## config.mk

```make
export PLATFORM = sky130hd
export DESIGN_NAME = uart_rx_led
export DESIGN_NICKNAME = d
export VERILOG_FILES = /design/src/rtl/uart_pkg.sv /design/src/rtl/uart_sync2.sv /design/src/rtl/uart_rx_led.sv
export SDC_FILE = /design/constraint.sdc
export NUM_CORES = 1
export LEC_CHECK = 0
export CAP_MARGIN = 20
export CORE_ASPECT_RATIO = 0.6
export CORE_UTILIZATION = 45
export CTS_BUF_LIST = sky130_fd_sc_hd__clkbuf_4
export CTS_CLUSTER_DIAMETER = 100
export DETAILED_ROUTE_END_ITERATION = 8
export GPL_ROUTABILITY_DRIVEN = 1
export PLACE_DENSITY = 0.66
export SLEW_MARGIN = 20
export SYNTH_ARGS = -nofsm -noshare
export SYNTH_HDL_FRONTEND = slang
export SYNTH_HIERARCHICAL = 1
export SYNTH_SLANG_ARGS = --single-unit
```

## constraint.sdc

```tcl
create_clock -name clk -period 6.16 [get_ports clk]
set_clock_uncertainty 0.05 [all_clocks]
set_input_delay 0.616 -clock clk [delete_from_list [all_inputs] [get_ports clk]]
set_output_delay 0.616 -clock clk [all_outputs]
set_load 0.1 [all_outputs]
```

## src/rtl/uart_pkg.sv

```systemverilog
// Shared UART receiver types: FSM state encoding, counter width and bit-period helper.
package uart_pkg;

  localparam int unsigned CNT_W = 16;

  typedef enum logic [2:0] {
    IDLE   = 3'd0,
    START  = 3'd1,
    DATA   = 3'd2,
    PARITY = 3'd3,
    STOP   = 3'd4,
    BREAK  = 3'd5
  } uart_state_e;

  function automatic int unsigned clks_per_bit(input int unsigned clock_freq,
                                               input int unsigned baud_rate);
    return clock_freq / baud_rate;
  endfunction

endpackage

```

## src/rtl/uart_sync2.sv

```systemverilog
// Two-flop synchroniser for an asynchronous pin; both flops reset to 1 (idle-high lines).
module uart_sync2 (
  input  logic clk,
  input  logic rst,
  input  logic d,
  output logic q
);

  logic meta;

  always_ff @(posedge clk) begin
    if (!rst) begin
      meta <= 1'b1;
      q    <= 1'b1;
    end else begin
      meta <= d;
      q    <= meta;
    end
  end

endmodule

```

## src/rtl/uart_rx_led.sv

```systemverilog
// UART 8N1 receiver with mid-bit sampling; each good byte strobes rx_valid and lands on the LEDs.
// Define UART_RX_PARITY_EN to add an even-parity bit (11-bit frames) reported on parity_err.
module uart_rx_led
  import uart_pkg::*;
#(
  parameter int unsigned CLOCK_FREQ = 50000000,
  parameter int unsigned BAUD_RATE  = 9600
) (
  input  logic       clk,
  input  logic       rst,
  input  logic       rx,
  output logic [7:0] rx_data,
  output logic       rx_valid,
  output logic       frame_err,
  output logic       parity_err,
  output logic       busy,
  output logic [7:0] leds
);

  localparam int unsigned CLKS_PER_BIT = clks_per_bit(CLOCK_FREQ, BAUD_RATE);
  localparam int unsigned HALF_BIT     = CLKS_PER_BIT / 2;
  localparam logic [CNT_W-1:0] C_LAST  = CNT_W'(CLKS_PER_BIT - 1);
  localparam logic [CNT_W-1:0] H_LAST  = CNT_W'(HALF_BIT - 1);

  logic             rx_s;
  uart_state_e      state;
  logic [CNT_W-1:0] cnt;
  logic [2:0]       bit_idx;
  logic [7:0]       shift;

  uart_sync2 u_sync (
    .clk (clk),
    .rst (rst),
    .d   (rx),
    .q   (rx_s)
  );

`ifdef UART_RX_PARITY_EN
  logic par_bad;
`else
  assign parity_err = 1'b0;
`endif

  // Receive FSM; status strobes default low so each lasts exactly one cycle.
  always_ff @(posedge clk) begin
    if (!rst) begin
      state     <= IDLE;
      cnt       <= '0;
      bit_idx   <= '0;
      shift     <= '0;
      rx_data   <= '0;
      rx_valid  <= 1'b0;
      frame_err <= 1'b0;
      busy      <= 1'b0;
      leds      <= '0;
`ifdef UART_RX_PARITY_EN
      parity_err <= 1'b0;
      par_bad    <= 1'b0;
`endif
    end else begin
      rx_valid  <= 1'b0;
      frame_err <= 1'b0;
`ifdef UART_RX_PARITY_EN
      parity_err <= 1'b0;
`endif
      cnt <= cnt + CNT_W'(1);
      case (state)
        IDLE: begin
          cnt <= '0;
          if (!rx_s) begin
            state <= START;
            busy  <= 1'b1;
          end
        end
        START: begin
          if (cnt == H_LAST) begin
            cnt <= '0;
            if (!rx_s) begin
              state   <= DATA;
              bit_idx <= '0;
            end else begin
              state <= IDLE;
              busy  <= 1'b0;
            end
          end
        end
        DATA: begin
          if (cnt == C_LAST) begin
            cnt   <= '0;
            shift <= {rx_s, shift[7:1]};
            if (bit_idx == 3'd7) begin
`ifdef UART_RX_PARITY_EN
              state <= PARITY;
`else
              state <= STOP;
`endif
            end else begin
              bit_idx <= bit_idx + 3'd1;
            end
          end
        end
`ifdef UART_RX_PARITY_EN
        PARITY: begin
          if (cnt == C_LAST) begin
            cnt     <= '0;
            par_bad <= (^shift) ^ rx_s;
            state   <= STOP;
          end
        end
`endif
        STOP: begin
          if (cnt == C_LAST) begin
            cnt <= '0;
            if (rx_s) begin
              state <= IDLE;
              busy  <= 1'b0;
`ifdef UART_RX_PARITY_EN
              parity_err <= par_bad;
              if (!par_bad) begin
`else
              begin
`endif
                rx_data  <= shift;
                leds     <= shift;
                rx_valid <= 1'b1;
              end
            end else begin
              frame_err <= 1'b1;
              state     <= BREAK;
            end
          end
        end
        BREAK: begin
          // Held-low line: wait for idle before re-arming so a break is not read as a start.
          cnt <= '0;
          if (rx_s) begin
            state <= IDLE;
            busy  <= 1'b0;
          end
        end
        default: begin
          state <= IDLE;
          cnt   <= '0;
          busy  <= 1'b0;
        end
      endcase
    end
  end

endmodule

```

==> summary.txt, run 1 <==
GRT
  • First-pass GRT wire length: 5200 microns
  • Antenna violations before repair: 0
  • Number of global-route vias before repair: 1032
  • GRT Total Usage: 0.153
  • Remaining Overflow, GRT: 0
  • Largest net degree at the start of global routing: 36

Synthesis
  • Ys flop type: dfxtp_1
  • Mapped Cells: 209
  • YS warnings: 6
  • Mapped Avg Cell Area: around 9.5 sq um
  • #FFs+latches synth: 43
  • Asr flop ratio synth: 0
  • EDFF count, synth: 0
  • Synth Net Count: 215
  • Seq/Total Area, Yosys: 0.433
  • Cell Area, Synth: 1990 sq um
  • Cell variety after synth: 37

Placement
  • Dpl ws: between 3 and 4 ns
  • Final GP Congestion: 0.833
  • Port buffer count: 21
  • Dpl cell area: 2160 sq um
  • HPWL reported at the end of detailed placement: around 2400 microns

Setup path
  • CP max FO: 16
  • R2r setup slk: approximately 3.4 ns
  • Worst path cell trace: ha_1 -> or4b_1 -> or4_4 -> a22oi_2 -> nand2b_1 -> nor2_1
  • Nature of the critical path startpoint: flop
  • Reg2Reg Launch Point: cnt[0]
  • CP arrival: 2.98 ns
  • Critical Path End Type: flop
  • R2r worst-path depth: 6
  • R2r endpoint: cnt[13]
  • WS Path Type: flop to flop
  • Max incr delay on CP: 0.60 ns
  • Required time worst endpoint: 6.34 ns
  • CP max stage cell: or4_4

Power and ir drop
  • Reg power frac: 0.588
  • Clk pwr share: 0.281
  • Net Sw Frac: 0.285
  • Gate power share: 0.131
  • Max IR drop VDD: 0.109 mV
  • Internal Power: 0.354 mW
  • P_leak: between 0.8 and 0.9 nW
  • P per Cell Area: 223 nW/um^2
  • Tot Pwr: 0.495 mW
  • Switch Pwr: 0.141 mW

STA
  • Setup TNS: 0 ns
  • Final setup margin: 3.36 ns
  • Fin crit share: 0.455
  • Min Tclk post-route: about 2.8 ns
  • Hold Fails Final Rpt: 0
  • Max Fclk: 357 MHz
  • Rel. slew slack: 0.330
  • Worst Tran Pin Value: 1.00 ns
  • RSZ-0062 raised after global routing: false
  • Final setup violation count: 0
  • Slew Viols, Final: 0

Job
  • Max-Cap Viols: 0

Clock tree
  • Post-CTS resize count: 0
  • CTS tree: built
  • Worst skew pair latency: about 0.35 ns
  • Worst-case clock buffer depth: 2
  • Clock-pin slew on the worst setup and hold paths: about 0.13 ns
  • H-tree Lvls: 2
  • Hold-fix buffer count after cts: 0
  • Setup bufs post-CTS: 0
  • Clk Tree Root Cell: clkbuf_4
  • Clk sink count: 43
  • Number of CTS-inserted buffers: 5

Die
  • DIE WIDTH: 87.8 microns
  • Boundary pin count: 23
  • Die area: between 4000 and 5000 sq um
  • Row cnt: 18
  • Starting Density: 0.477
  • Core area: 4170 sq um
  • Die H: 53.5 microns

Worst hold path
  • Hold Crit Class: flop to flop
  • Hold Path End: u_sync/q
  • Min-delay src: u_sync/meta
  • Cells on Worst Hold Path: 1

Detailed routing
  • Vias per inst: 4.92
  • Drt total wl: 3410 microns
  • DR pass1 iterations: 4
  • Drt wl/cell: between 10 and 15 microns
  • Drt initial violations: 50
  • Total number of vias: 1387
  • ANT nets after route: 0
  • Residual DRC: 0

Final layout
  • N_diodes: 0
  • Share of post-route cells with drive strength above 1: 0.0586
  • Nets: 227
  • Post-route design area: 2210 sq um
  • Layout area overhead: 11.3%
  • FILL cells: 393

Status
  • Status: complete, no violations
==> stage by stage <==
step                      std cells  utilization  hold WS [ns]
after detailed placement        274        0.517         0.346
after floorplan                 209            -         0.336
after CTS                       282        0.531         0.377
after global routing            282        0.531         0.393
final                           282        0.531         0.374
after global placement          274        0.517         0.340
==> layout make-up <==
class | count | area [sq um] | area share
clock buffers | 6 | 45.0 | 0.0204
clock inverters | 2 | 12.5 | 0.00565
inverters | 2 | 7.51 | 0.00339
multi-input cells | 148 | 1000 | 0.453
flip-flops and latches | 43 | 861 | 0.389
well taps | 60 | 75.1 | 0.0339
repair buffers | 21 | 210 | 0.0950
==> power groups by stage <==
stage / Combinational (mW) / Clock (mW) / Sequential (mW)
finish: 0.0649 / 0.139 / 0.291
global route: 0.0723 / 0.157 / 0.292
CTS: 0.0649 / 0.143 / 0.291
detailed placement: 0.0646 / 0 / 0.297
global placement: 0.0660 / 0 / 0.297
floorplan: 0.0580 / 0 / 0.300
==> Yosys cell counts (5+ instances only) <==
| cell | number | share of area |
|---|---|---|
| nand2_1 | 15 | 0.028 |
| xor2_1 | 10 | 0.044 |
| clkbuf_1 | 5 | 0.0094 |
| buf_4 | 9 | 0.034 |
| mux2i_1 | 21 | 0.11 |
| xnor2_1 | 6 | 0.026 |
| dfxtp_1 | 43 | 0.43 |
| nor2b_1 | 16 | 0.050 |
| nor2_1 | 29 | 0.055 |
| nand2b_1 | 5 | 0.016 |
| nand3_1 | 10 | 0.025 |
==> worst max-delay path, delay by kind of cell, from the launching register on <==
family                   cells  cell delay (ns)
flip-flops                   1             0.38
AND/OR/NAND/NOR              4             1.76
adder cells (fa/ha/maj)      1             0.23
AO/OA/AOI/OAI                1             0.24
==> registers in the layout, indices dropped and copies added, names as in the netlist, 3 cells and up <==
| name | count |
|---|---|
| shift | 8 |
| bit_idx | 3 |
| state | 3 |
| cnt | 16 |
| leds | 8 |
==> kinds of logic after synthesis <==
family,count (synthesis),synth area share
AND/OR/NAND/NOR,98,0.273
flip-flops,43,0.433
multiplexers,21,0.106
buffers and inverters,18,0.0629
XOR/XNOR,16,0.0705
AO/OA/AOI/OAI,9,0.0340
adder cells (fa/ha/maj),3,0.0189
other,1,0.00189
==> per-layer routing <==
metal  vias up  track usage  part of all wire
met4         0       0.0574             0.011
met3         5       0.0530             0.047
met1       627        0.251              0.59
met2        30        0.163              0.35
met5         -            0                 0
li1        725            -                 -
==> worst max path at each step <==
stage                       from       to  slack (ns)  cells past startpoint
after floorplan           cnt[0]  cnt[10]        3.80                      8
final                     cnt[0]  cnt[13]        3.36                      6
after CTS                 cnt[0]   cnt[3]        3.36                      6
after global routing      cnt[0]  cnt[13]        3.19                      6
after detailed placement  cnt[0]   cnt[2]        3.38                      6
after global placement    cnt[0]  cnt[10]        3.43                      6
==> cell usage in the layout, fill, tap and decap left out <==
master and count:
nor4_1 1, conb_1 1, clkinvlp_4 1, nand3b_1 2
nor2_1 29, nand2b_1 5, or4bb_1 1, and4_1 2
clkinv_2 1, inv_1 2, clkdlybuf4s50_1 21, or4b_2 1
and2_1 2, clkbuf_4 6, nand4b_1 1, or4_4 1
nor4bb_1 2, a22oi_2 1, nor2_8 1, dfxtp_1 43
or4b_1 2, nor3b_1 1, and3_1 1, o32ai_1 1
a21oi_1 4, mux2i_1 21, nor3_1 1, ha_1 3
nand3_1 10, a311o_1 1, a31o_2 1, o211ai_1 1
xor2_1 10, nand4_1 4, xnor2_1 6, nand2_1 15
nor2b_1 16
No activity file was read; power rests on OpenSTA's default activity.
==> run 2: changes to the inputs <==
- PLACE_DENSITY: 0.66 -> 0.69
- clock period: 6.16 -> 2.3 ns (I/O delays scaled with it)
==> run 2 against run 1 <==
Sequential power rose to 2.7 times the previous value. Flip-flop and latch count unchanged. Design area up 8.2%. Routed wire length up 9.4%. Total power rose to 3.3 times the previous value. Largest power group unchanged. Global-route usage up 2.2 points.
==> summary.txt, run 2 (same netlist as run 1, synthesis figures left out) <==
Status
  • Status: complete, no violations

Final layout
  • Most common cell after layout, fill and taps aside: dfxtp_1
  • Sequential cell area: 863 sq um (+0.29%)
  • Biggest register: cnt
  • N_diodes: 0 (unchanged)
  • Finished Layout Cells: 300 (+6.4%)
  • Most frequent cells in the layout: dfxtp_1 (41), buf_4 (35), nor2_1 (28), mux2i_1 (21), nor2b_1 (16)
  • Max reg flops: 16 (unchanged)
  • FILL cells: 390 (-0.76%)
  • Layout area overhead: 20.5%
  • Nets: 245 (+7.9%)
  • Biggest regs: cnt (16), leds (8), shift (8)
  • Multi-input logic area: 1030 sq um (+2.7%)
  • Share of post-route cells with drive strength above 1: 0.242 (+0.183)

Detailed routing
  • ANT nets after route: 0 (unchanged)
  • DR top layer: met4
  • Total number of vias: 1457 (+5.0%)
  • DR WL met2: 1300 microns (+9.1%)
  • Drt wl/cell: 12.4 microns (+2.8%)
  • Drt total wl: 3730 microns (+9.4%)
  • Vias per inst: 4.86 (-1.3%)
  • Residual DRC: 0 (unchanged)
  • Met3 WL: 188 microns (+16%)
  • Drt initial violations: 50 (unchanged)
  • DR pass1 iterations: 4 (unchanged)
  • DRT met1 WL: 2190 microns (+8.3%)

Setup path
  • Required time worst endpoint: 2.51 ns (-3.83 ns)
  • CP arrival: 2.49 ns (-0.49 ns)
  • WS Path Type: flop to flop
  • R2r setup slk: 0.02 ns (-3.34 ns)
  • Reg2Reg Launch Point: cnt[0]
  • Nature of the critical path startpoint: flop
  • Critical Path End Type: flop
  • Crit path from: cnt[0]
  • CP max FO: 16 (unchanged)

Job
  • Max-Cap Viols: 0 (unchanged)

Power and ir drop
  • Reg power frac: 0.482 (-0.106)
  • P per Cell Area: 674 nW/um^2 (+200%)
  • Net Sw Frac: 0.250 (-0.0340)
  • Gate power share: 0.149 (+0.018)
  • Clk pwr share: 0.369 (+0.088)
  • Max IR drop VDD: 0.383 mV (+250%)
  • P_leak: 0.991 nW (+22%)
  • Internal Power: 1.21 mW (+240%)
  • Switch Pwr: 0.404 mW (+190%)

Worst hold path
  • Min-delay src: rx
  • Hold Crit Class: input port to flop

Die
  • Core area: 4170 sq um (unchanged)
  • Die area: 4700 sq um (unchanged)
  • Row cnt: 18 (unchanged)
  • Boundary pin count: 23 (unchanged)
  • Starting Density: 0.477 (unchanged)
  • DIE WIDTH: 87.8 microns (unchanged)
  • Die H: 53.5 microns (unchanged)

STA
  • Slew Viols, Final: 0 (unchanged)
  • Max Fclk: 439 MHz (+23%)
  • Hold Fails Final Rpt: 0 (unchanged)
  • Min Tclk post-route: 2.28 ns (-0.520 ns)
  • Fin crit share: 0.991 (+0.537)
  • RSZ-0062 raised after global routing: true
  • Final setup violation count: 0 (unchanged)
  • Final setup margin: 0.0196 ns (-3.34 ns)
  • Final hold slack: 0.375 ns (+0.000629 ns)

Placement
  • HPWL reported at the end of detailed placement: 2680 microns (+11%)
  • Dpl ws: -0.000806 ns (-3.38 ns)
  • Cells after DPL: 292 (+6.6%)
  • Final GP Congestion: 0.808 (-3.0%)
  • Port buffer count: 21 (unchanged)

Clock tree
  • H-tree Lvls: 2 (unchanged)
  • CTS tree: built
  • Worst skew pair latency: 0.36 ns (about the same)
  • Number of CTS-inserted buffers: 5 (unchanged)
  • Worst-case clock buffer depth: 2 (unchanged)
  • Clk sink count: 43 (unchanged)
  • Setup bufs post-CTS: 0 (unchanged)
  • Clock-pin slew on the worst setup and hold paths: 0.13 ns (about the same)
  • Clk Tree Root Cell: clkbuf_4

GRT
  • GRT Total Usage: 0.176 (+0.0224)
  • First-pass GRT wire length: 5950 microns (+14%)
  • Antenna violations before repair: 0 (unchanged)
  • Largest net degree at the start of global routing: 35 (-2.8%)
  • Remaining Overflow, GRT: 0 (unchanged)
  • Number of global-route vias before repair: 1205 (+17%)
## run 2: changes by cell type in the layout (fill, tap and decap cells not counted), moves of 2 or more
cell	delta
bufinv_16	+2
buf_4	+35
dfxtp_1	-2
or4b_1	-2
clkdlybuf4s50_1	-19
or4b_4	+2
dfxtp_2	+2
## run 2: worst max-delay path: stages (launching register included)
cell and delay, ns:
dfxtp_2 0.35, ha_2 0.16, or4b_4 0.46, or4_4 0.53, a22oi_2 0.25, nand2b_4 0.19
buf_12 0.14, nor2_1 0.05
## run 2: power groups by stage
stage | Combinational, mW | Sequential (mW) | Clock, mW
after detailed placement | 0.219 | 0.794 | 0
after CTS | 0.219 | 0.777 | 0.609
after global placement | 0.218 | 0.793 | 0
final | 0.241 | 0.778 | 0.596
after floorplan | 0.156 | 0.804 | 0
after global routing | 0.257 | 0.781 | 0.640
## run 2: through the flow
step / cell area [sq um] / util / TNS [ns] / total power [mW]
after floorplan: 1990 / - / 0 / 0.959
after global placement: 2260 / 0.542 / 0 / 1.01
after detailed placement: 2260 / 0.542 / -0.000806 / 1.01
after CTS: 2360 / 0.567 / 0 / 1.61
after global routing: 2390 / 0.575 / -1.07 / 1.68
final: 2390 / 0.575 / 0 / 1.61
## run 2: path summary, 6_finish.rpt
check	to	cells past startpoint
hold / removal	u_sync/meta	2
setup reg to reg	cnt[10]	7
hold reg to reg	u_sync/q	1
setup / recovery	cnt[10]	7
## run 2: per-layer routing
metal  up-vias  track usage
met1       654        0.272
met5         -            0
li1        764            -
met4         0       0.0738
met3         6       0.0515
met2        33        0.212
## run 2: what timing repair did
item / 4_1_cts / 5_1_grt
hold buffers: 0 / 0
pin swaps: 1 / 4
gates resized for setup: 0 / 9
setup endpoints to repair: 2 / 27
## run 2: cell type report
cell class / instances / share of cell area
Inverter: 2 / 0.00313
Timing Repair Buffer: 39 / 0.131
Tap cell: 60 / 0.0313
Sequential cell: 43 / 0.361
Multi-Input combinational cell: 148 / 0.430
Clock buffer: 6 / 0.0188
Clock inverter: 2 / 0.0251
==> run 3: changes to the inputs <==
- PLACE_DENSITY: 0.69 -> 0.66
- SETUP_SLACK_MARGIN: default -> 0.15
- clock period: 2.3 -> 2.6 ns (I/O delays scaled with it)
==> run 3 against run 2 <==
Largest cell class unchanged. Sequential power down 12%. Core utilization decreased by 3.0 points. Fmax is 2.4% lower. Flip-flop and latch count did not move. First-iteration DRC count rose by 82%. Worst hold slack improved by 0.0054 ns. Clock power fell by 32%. Routed wire length fell by 5.8%. Critical path depth down 1. Non-clock buffer count is 12 lower. Design area fell by 5.2%. Global-route usage shrank 1.2 points.
==> summary.txt, run 3 (same netlist as run 1, synthesis figures left out) <==
Status
  • Status: complete, no violations

STA
  • Setup TNS: 0 ns (unchanged)
  • Min Tclk post-route: 2.34 ns (+0.0570 ns)
  • Rel. slew slack: 0.666
  • Max Fclk: 428 MHz (-2.4%)
  • Fin crit share: 0.899 (-0.0925)
  • Final setup violation count: 0 (unchanged)
  • RSZ-0062 raised after global routing: false
  • Slew Viols, Final: 0 (unchanged)
  • Hold Fails Final Rpt: 0 (unchanged)
  • Worst Tran Pin Value: ~0.5 ns

Setup path
  • Nature of the critical path startpoint: flop
  • Critical Path End Type: flop
  • R2r setup slk: 0.26 ns (+0.24 ns)
  • Max incr delay on CP: 0.53 ns (about the same)
  • Critical Path End: state[2]
  • CP max FO: 4 (-12)
  • Worst Path Buf+Inv: 0 (-1)
  • R2r endpoint: state[2]
  • CP arrival: 2.53 ns (+0.04 ns)
  • Reg2Reg Launch Point: cnt[0]
  • Required time worst endpoint: 2.79 ns (+0.28 ns)
  • Crit-path leading delay family: simple AND/OR/NAND/NOR gates
  • R2r worst-path depth: 6 (-1)
  • CP max stage cell: or4_4
  • Worst path cell trace: ha_2 -> or4b_4 -> or4_4 -> a22oi_2 -> nor2_1 -> a311o_1
  • Crit path from: cnt[0]
  • WS Path Type: flop to flop
  • Stages on worst setup path: 6 (-1)

Clock tree
  • Worst skew pair latency: 0.35 ns (about the same)
  • H-tree Lvls: 2 (unchanged)
  • Clock-pin slew on the worst setup and hold paths: 0.12 ns (about the same)
  • Clk sink count: 43 (unchanged)
  • Worst-case clock buffer depth: 2 (unchanged)
  • CTS tree: built
  • Number of CTS-inserted buffers: 5 (unchanged)
  • Clk Tree Root Cell: clkbuf_4

Placement
  • HPWL reported at the end of detailed placement: 2560 microns (-4.4%)
  • Cells after DPL: 278 (-4.8%)
  • Port buffer count: 21 (unchanged)
  • Final GP Congestion: 0.822 (+1.7%)

Die
  • Die area: 4700 sq um (unchanged)
  • Starting Density: 0.477 (unchanged)
  • Row cnt: 18 (unchanged)
  • Die H: 53.5 microns (unchanged)
  • Boundary pin count: 23 (unchanged)
  • Core area: 4170 sq um (unchanged)
  • DIE WIDTH: 87.8 microns (unchanged)

Final layout
  • Biggest regs: cnt (16), leds (8), shift (8)
  • Most common cell after layout, fill and taps aside: dfxtp_1
  • Most frequent cells in the layout: dfxtp_1 (41), nor2_1 (29), buf_4 (23), mux2i_1 (21), nor2b_1 (16)
  • Share of post-route cells with drive strength above 1: 0.184 (-0.0575)
  • Finished Layout Cells: 288 (-4.0%)
  • N_diodes: 0 (unchanged)
  • Biggest register: cnt
  • Nets: 233 (-4.9%)
  • Max reg flops: 16 (unchanged)
  • Layout area overhead: 14.2%

Power and ir drop
  • Max IR drop VDD: 0.310 mV (-19%)
  • P per Cell Area: 563 nW/um^2 (-17%)
  • P_leak: 0.914 nW (-7.8%)

GRT
  • Antenna violations before repair: 0 (unchanged)
  • First-pass GRT wire length: 5570 microns (-6.4%)
  • GRT Total Usage: 0.164 (-0.0118)
  • Number of global-route vias before repair: 1108 (-8.0%)
  • Largest net degree at the start of global routing: 35 (unchanged)
  • Remaining Overflow, GRT: 0 (unchanged)

Worst hold path
  • Hold Crit Class: flop to flop

Detailed routing
  • Drt wl/cell: 12.2 microns (-1.9%)
  • ANT nets after route: 0 (unchanged)
  • Total number of vias: 1420 (-2.5%)
  • Residual DRC: 0 (unchanged)
  • Vias per inst: 4.93 (+1.5%)
  • Drt initial violations: 91 (+82%)
  • DR pass1 iterations: 4 (unchanged)
  • Drt total wl: 3520 microns (-5.8%)

Job
  • Max-Cap Viols: 0 (unchanged)
==> run 3: how the worst min path moves through the flow <==
stage | start | end | depth (start not counted)
4_1_cts | u_sync/meta | u_sync/q | 1
2_1_floorplan | rst | u_sync/meta | 1
3_3_place_gp | u_sync/meta | u_sync/q | 1
6_report | u_sync/meta | u_sync/q | 1
5_1_grt | u_sync/meta | u_sync/q | 1
3_5_place_dp | u_sync/meta | u_sync/q | 1
==> run 3: what timing repair did <==
item | in CTS | in global routing
setup endpoints to repair | 17 | 27
cloned | 0 | 0
hold buffers | 0 | 0
resized for setup | 0 | 5
setup buffers | 0 | 2
pin swaps | 1 | 2
==> run 3: where the power goes <==
group	leakage, nW	switching (mW)	internal, mW
Combinational	0.523	0.110	0.0741
Sequential	0.348	0.0135	0.674
Clock	0.0426	0.207	0.198
==> run 3: per-layer routing <==
metal / track usage / routed length (microns) / vias up
met4: 0.0574 / 29 / 0
met2: 0.185 / 1240 / 39
met5: 0 / 0 / -
li1: - / - / 735
met3: 0.0515 / 264 / 5
met1: 0.265 / 1980 / 641
==> run 3: cell type report <==
cell class	count	area [sq um]
clock buffer	5	37.5
clock inverter	3	38.8
fill	407	1900
inverter	2	7.51
multi-input combinational	148	1020
sequential	43	863
tap	60	75.1
timing repair buffer	27	233
==> run 3: stage by stage <==
| stage | instance area [sq um] | total power [mW] | worst slack [ns] | hold WS (ns) | util |
|---|---|---|---|---|---|
| global placement | 2150 | 0.876 | 0.183 | 0.366 | 0.516 |
| global route | 2270 | 1.36 | 0.149 | 0.395 | 0.545 |
| CTS | 2230 | 1.29 | 0.146 | 0.388 | 0.535 |
| floorplan | 1990 | 0.848 | 0.236 | 0.283 | - |
| finish | 2270 | 1.28 | 0.263 | 0.380 | 0.545 |
| detailed placement | 2150 | 0.875 | 0.138 | 0.353 | 0.516 |
